## config.mk

```make
export PLATFORM = sky130hd
export DESIGN_NAME = sdrc_wb_burst_master
export DESIGN_NICKNAME = d
export VERILOG_FILES = /design/src/rtl/sdrc_wbm_pkg.sv /design/src/rtl/sdrc_wb_burst_master.sv
export SDC_FILE = /design/constraint.sdc
export NUM_CORES = 1
export LEC_CHECK = 0
export ABC_AREA = 1
export CAP_MARGIN = 25
export CORE_MARGIN = 2
export CORE_UTILIZATION = 25
export DETAILED_ROUTE_END_ITERATION = 7
export GPL_ROUTABILITY_DRIVEN = 0
export MAX_ROUTING_LAYER = met4
export SETUP_SLACK_MARGIN = 0.5
export SLEW_MARGIN = 40
export SYNTH_ARGS = -nofsm -noshare
export SYNTH_HDL_FRONTEND = slang
export SYNTH_SLANG_ARGS = --single-unit
```

## constraint.sdc

```tcl
create_clock -name wb_clk_i -period 4.9 [get_ports wb_clk_i]
set_clock_uncertainty 0.15 [all_clocks]
set_input_delay 0.49 -clock wb_clk_i [delete_from_list [all_inputs] [get_ports wb_clk_i]]
set_output_delay 0.49 -clock wb_clk_i [all_outputs]
set_load 0.05 [all_outputs]
```

## src/rtl/sdrc_wbm_pkg.sv

```systemverilog
// ---------------------------------------------------------------------------
// sdrc_wbm_pkg
//   Shared definitions for the Wishbone burst master that fronts the SDRAM
//   controller's Wishbone slave port.
//   Contents:
//     CTI_CLASSIC / CTI_INCR / CTI_EOB  Wishbone cycle type identifiers
//     wbm_state_e                       burst master FSM states
// ---------------------------------------------------------------------------
package sdrc_wbm_pkg;

  localparam logic [2:0] CTI_CLASSIC = 3'b000;
  localparam logic [2:0] CTI_INCR    = 3'b010;
  localparam logic [2:0] CTI_EOB     = 3'b111;

  typedef enum logic [1:0] {
    IDLE = 2'd0,
    XFER = 2'd1,
    FIN  = 2'd2
  } wbm_state_e;

endpackage : sdrc_wbm_pkg

```

## src/rtl/sdrc_wb_burst_master.sv

```systemverilog
// ---------------------------------------------------------------------------
// sdrc_wb_burst_master
//   Runs one read or write command at a time as an incrementing Wishbone
//   burst towards the SDRAM controller. Write data is streamed in through a
//   one-entry data register, read data is streamed out one cycle after each
//   acknowledge. A strobe that waits TO_CYC cycles without an acknowledge
//   aborts the command with an error pulse.
//
//   Ports:
//     wb_clk_i, resetn        clock (rising edge), async active-low reset
//     cmd_valid/cmd_ready     command handshake (accepted only in IDLE)
//     cmd_we/addr/len         direction, start byte address, beats minus one
//     wr_data/valid/ready     write data stream into the master
//     rd_data/rd_valid        read data stream out (no backpressure)
//     done, err, busy         completion pulse, abort pulse, activity flag
//     wb_*                    Wishbone master interface
// ---------------------------------------------------------------------------
module sdrc_wb_burst_master
  import sdrc_wbm_pkg::*;
#(
  parameter int DW     = 32,
  parameter int AW     = 26,
  parameter int LW     = 8,
  parameter int TO_CYC = 1023
) (
  input  logic            wb_clk_i,
  input  logic            resetn,
  input  logic            cmd_valid,
  output logic            cmd_ready,
  input  logic            cmd_we,
  input  logic [AW-1:0]   cmd_addr,
  input  logic [LW-1:0]   cmd_len,
  input  logic [DW-1:0]   wr_data,
  input  logic            wr_valid,
  output logic            wr_ready,
  output logic [DW-1:0]   rd_data,
  output logic            rd_valid,
  output logic            done,
  output logic            err,
  output logic            busy,
  output logic            wb_cyc_o,
  output logic            wb_stb_o,
  output logic            wb_we_o,
  output logic [AW-1:0]   wb_addr_o,
  output logic [DW-1:0]   wb_dat_o,
  output logic [DW/8-1:0] wb_sel_o,
  output logic [2:0]      wb_cti_o,
  input  logic            wb_ack_i,
  input  logic [DW-1:0]   wb_dat_i
);

  localparam int            TW        = $clog2(TO_CYC + 1);
  localparam logic [AW-1:0] ADDR_STEP = AW'(DW / 8);
  localparam logic [TW-1:0] TO_LAST   = TW'(TO_CYC - 1);

  wbm_state_e    state_q, state_d;
  logic          we_q, we_d;
  logic [AW-1:0] addr_q, addr_d;
  logic [LW-1:0] beats_q, beats_d;
  logic [LW-1:0] fetch_q, fetch_d;
  logic          fetch_all_q, fetch_all_d;
  logic [DW-1:0] dreg_q, dreg_d;
  logic          dreg_vld_q, dreg_vld_d;
  logic [TW-1:0] to_cnt_q, to_cnt_d;
  logic          err_q, err_d;
  logic [DW-1:0] rd_data_q, rd_data_d;
  logic          rd_valid_q, rd_valid_d;

  logic stb;
  logic wr_rdy;
  logic beat;
  logic fetch;
  logic accept;
  logic timeout;
  logic last_beat;

  // Writes only strobe while a data word is staged; reads strobe throughout.
  // The data register refills in the same cycle its word is acknowledged,
  // which keeps write beats back to back. fetch_all_q stops requests once
  // len+1 words have been taken.
  assign stb       = (state_q == XFER) && (!we_q || dreg_vld_q);
  assign wr_rdy    = (state_q == XFER) && we_q && !fetch_all_q &&
                     (!dreg_vld_q || (stb && wb_ack_i));
  assign beat      = stb && wb_ack_i;
  assign fetch     = wr_valid && wr_rdy;
  assign accept    = cmd_valid && (state_q == IDLE);
  assign last_beat = beat && (beats_q == '0);
  // The counter value is compared one short of TO_CYC so the strobe is high
  // for exactly TO_CYC cycles before FIN is entered.
  assign timeout   = stb && !wb_ack_i && (to_cnt_q == TO_LAST);

  // State and datapath registers; reset pulls cyc/stb low immediately since
  // they are decoded from state_q.
  always_ff @(posedge wb_clk_i or negedge resetn) begin
    if (!resetn) begin
      state_q     <= IDLE;
      we_q        <= 1'b0;
      addr_q      <= '0;
      beats_q     <= '0;
      fetch_q     <= '0;
      fetch_all_q <= 1'b0;
      dreg_q      <= '0;
      dreg_vld_q  <= 1'b0;
      to_cnt_q    <= '0;
      err_q       <= 1'b0;
      rd_data_q   <= '0;
      rd_valid_q  <= 1'b0;
    end else begin
      state_q     <= state_d;
      we_q        <= we_d;
      addr_q      <= addr_d;
      beats_q     <= beats_d;
      fetch_q     <= fetch_d;
      fetch_all_q <= fetch_all_d;
      dreg_q      <= dreg_d;
      dreg_vld_q  <= dreg_vld_d;
      to_cnt_q    <= to_cnt_d;
      err_q       <= err_d;
      rd_data_q   <= rd_data_d;
      rd_valid_q  <= rd_valid_d;
    end
  end

  // Next state: a burst ends on the final acknowledge or on a timeout.
  always_comb begin
    state_d = state_q;
    unique case (state_q)
      IDLE:    if (accept) state_d = XFER;
      XFER:    if (last_beat || timeout) state_d = FIN;
      FIN:     state_d = IDLE;
      default: state_d = IDLE;
    endcase
  end

  // Datapath next values: command latch, beat bookkeeping, write staging,
  // timeout counting and read capture.
  always_comb begin
    we_d        = we_q;
    addr_d      = addr_q;
    beats_d     = beats_q;
    fetch_d     = fetch_q;
    fetch_all_d = fetch_all_q;
    dreg_d      = dreg_q;
    dreg_vld_d  = dreg_vld_q;
    to_cnt_d    = '0;
    err_d       = timeout;
    rd_data_d   = rd_data_q;
    rd_valid_d  = beat && !we_q;

    if (accept) begin
      we_d        = cmd_we;
      addr_d      = cmd_addr;
      beats_d     = cmd_len;
      fetch_d     = cmd_len;
      fetch_all_d = 1'b0;
    end

    if (beat) begin
      addr_d = addr_q + ADDR_STEP;
      if (beats_q != '0) beats_d = beats_q - 1'b1;
      if (we_q) dreg_vld_d = 1'b0;
      else      rd_data_d  = wb_dat_i;
    end

    if (fetch) begin
      dreg_d     = wr_data;
      dreg_vld_d = 1'b1;
      if (fetch_q == '0) fetch_all_d = 1'b1;
      else               fetch_d     = fetch_q - 1'b1;
    end

    if (stb && !wb_ack_i) to_cnt_d = to_cnt_q + 1'b1;

    // A staged word left over from an aborted write is discarded.
    if (state_q != XFER) dreg_vld_d = 1'b0;
  end

  // Output decode from the current state and registers.
  always_comb begin
    cmd_ready = (state_q == IDLE) && resetn;
    busy      = (state_q != IDLE);
    done      = (state_q == FIN);
    err       = err_q;
    wr_ready  = wr_rdy;
    rd_data   = rd_data_q;
    rd_valid  = rd_valid_q;
    wb_cyc_o  = (state_q == XFER);
    wb_stb_o  = stb;
    wb_we_o   = (state_q == XFER) && we_q;
    wb_addr_o = addr_q;
    wb_dat_o  = dreg_q;
    wb_sel_o  = '1;
    wb_cti_o  = CTI_CLASSIC;
    if (state_q == XFER) wb_cti_o = (beats_q == '0) ? CTI_EOB : CTI_INCR;
  end

endmodule : sdrc_wb_burst_master

```

==> metrics.yaml <==
cp_max_fo: 50
dp_cells: 1311
overflow: 0
r2r-start: "state_q[1]"
synthTopCellsByArea: "dfrtp_1 51%, nand2_1 24%, inv_1 4.1%, nor2_1 3.3%, o21ai_0 3.2%"
synth_compound_area_share_pct: 6.25
gr-usage-all-layers_pct: 14.3
synthAdderAreaFrac_pct: 1.44
synth_warnings: 0
yosys.area.top_type: "dfrtp_1"
port_buffers: 205
multiInputGateArea_um2: 2560
synthMuxAreaShare_pct: 0
synth_xor_xnor_area_share_pct: 1.44
status: "completed"
p_per_area_nw_per_um2: 724
clk_pin_slew_worst_paths_ns: 0.05
rsz0062_at_grt: "false"
cp.arrival_ns: 2.66
regArea_um2: 3080
cts_buffers: 17
maxCapViolCount: 0
totalPowerFinal_w: 0.00658
wl_per_cell_um: 13.0
root_buffer: "clkbuf_16"
pin_count: 210
core_um2: 24100
r2r_slack_ns: 2.54
synth_top_family_by_area: "simple AND/OR/NAND/NOR gates"
clock-sinks: 123
drt_iter0_markers: 313
drcViolationCount: 0
relSlewSlack_pct: 51.9
required_ns: 4.26
grt_pass1_wl_um: 28500
synthSimpleGateAreaFrac_pct: 32.6
first_pass_iters: 4
initial_utilization_pct: 25.3
htreeDepth: 4
syn_inst: 806
via_per_inst: 4.25
grt_max_degree: 76
antenna_found_initial: 2
fin_cells: 1346
fillers: 2552
routed_wl_um: 17500
clock.fmax_mhz: 303
finalHoldViolations: 0
power.leakage_nw: 4.26
worstSetupStartpoint: "resetn"
die_w_um: 160
post-route-period-util_pct: 67.3
worst_pin_slew_ns: 0.722
start_kind: "input pin"
clockBufferDepth: 2
hp-class: "reg -> reg"
ir_drop_mv: 0.373
seq_area_frac_synth_pct: 50.6
drive_gt1_share_pct: 5.00
grt_pass1_vias: 5723
tns_ns: 0
row_count: 57
syn_to_final_growth_pct: 49.2
min_period_ns: 3.30
synth_top_area_share_pct: 50.6
dieArea_um2: 25600
ys_seq_elements: 123
dp_hpwl_um: 12400
postLayoutCoreUtil_pct: 37.7
synth.avg_cell_area_um2: 7.55
netlist_area_um2: 6090
cts-resized-gates: 0
netlist-cell-type-count: 33
cp-end-kind: "output pin"
nets: 1118
antenna_left: 0
min_from: "to_cnt_q[0]"
cts_tree: "done"
setup_viol: 0
final_max_slew_viol_count: 0
worstSetupPathType: "in -> out"
via_count: 5716
clock_latency_ns: 0.41
die_h_um: 160
final cells by class:
class,count,area share [%]
clock buffer,20,5.14
clock inverter,12,2.30
sequential,123,33.9
timing repair buffer,208,22.9
tap,324,4.46
inverter,74,3.10
multi-input combinational,583,28.2
antenna,2,0.0551
critical path: stages:
cell and delay, ns:
dlygate4sd3_1 0.53, buf_4 0.57, inv_1 0.13, nor2_1 0.13, clkdlybuf4s50_1 0.80
flip-flops by register name, summed over array words and instances (netlist names):
register and cells:
beats_q 8, dreg_vld_q 1, err 1, fetch_all_q 1, fetch_q 8, rd_data 32
rd_valid 1, state_q 2, to_cnt_q 10, wb_addr_o 26, wb_dat_o 32, we_q 1
cell usage in the layout (no fill, tap or decap), types with 3 or more instances in the layout:
master	synthesis	routed
conb_1	1	4
nand3_1	32	32
ha_1	7	7
bufinv_16	0	5
o211ai_1	7	7
nor2_1	53	53
o21bai_1	3	3
inv_6	0	3
clkdlybuf4s50_1	0	204
a21oi_1	15	15
o21ai_1	4	4
dfrtp_1	123	123
nand4_1	3	3
inv_2	5	4
clkbuf_8	0	3
xor2_1	9	9
nand2_1	383	383
o21ai_0	39	39
clkbuf_16	0	17
inv_1	67	67
nor3_1	9	9
routing by layer:
| layer | part of all wire, % | global-route usage (%) |
|---|---|---|
| met5 | 0 | - |
| met3 | 5.8 | 4.44 |
| met4 | 1.3 | 4.67 |
| met2 | 47 | 22.5 |
| met1 | 45 | 17.4 |
cell usage after synthesis:
cell and n:
nand3_4 2, nor2_1 53, o21ai_0 39, a22oi_1 1, inv_1 67, nor2_4 2
dfrtp_1 123, inv_2 5, nor4_1 1, o21ai_1 4, buf_4 6, clkbuf_1 1
a21oi_1 15, ha_1 7, nor2_2 2, buf_6 4, xor2_1 9, conb_1 1
nand3b_1 1, nor3_1 9, xnor2_1 1, buf_2 18, nor2_8 1, nand2_1 383
nand4_1 3, o21bai_1 3, o211ai_1 7, inv_4 1, clkinv_1 1, o21a_1 1
nand3_1 32, nand3_2 1, nand2_2 2
worst paths after layout:
| check | to | depth (start not counted) |
|---|---|---|
| setup / recovery | cmd_ready | 5 |
| hold / removal | to_cnt_q[0] | 1 |
| setup reg to reg | wb_dat_o[9] | 7 |
| hold reg to reg | to_cnt_q[0] | 1 |
| max in group asynchronous | wb_dat_o[3] | 3 |
| min in group asynchronous | wb_addr_o[13] | 2 |
cells by family after synthesis:
| kind of cell | after synthesis |
|---|---|
| AO/OA/AOI/OAI | 70 |
| XOR/XNOR | 10 |
| adder cells (fa/ha/maj) | 7 |
| buffers and inverters | 103 |
| flip-flops | 123 |
| other | 1 |
| AND/OR/NAND/NOR | 492 |
metrics by stage:
| stage | area, um2 | hold slack, ns | setup slack (ns) |
|---|---|---|---|
| 2_1_floorplan | 6100 | 0.0444 | 1.45 |
| 3_3_place_gp | 8390 | 0.300 | 1.85 |
| 3_5_place_dp | 8390 | 0.302 | 1.84 |
| 6_report | 9080 | 0.309 | 1.60 |
| 5_1_grt | 9080 | 0.340 | 1.45 |
| 4_1_cts | 9070 | 0.310 | 1.55 |
power by group:
part           switching [W]  internal (W)
Clock               0.000493      0.000951
Sequential          0.000315       0.00144
Combinational        0.00230       0.00107
Total                0.00311       0.00346
timing repair:
| action | in CTS | in global routing |
|---|---|---|
| hold buffers | 1 | 0 |
| endpoints found under the hold margin | 27 | 0 |
| setup buffers | 0 | 0 |
(Power assumes the default switching activity.)
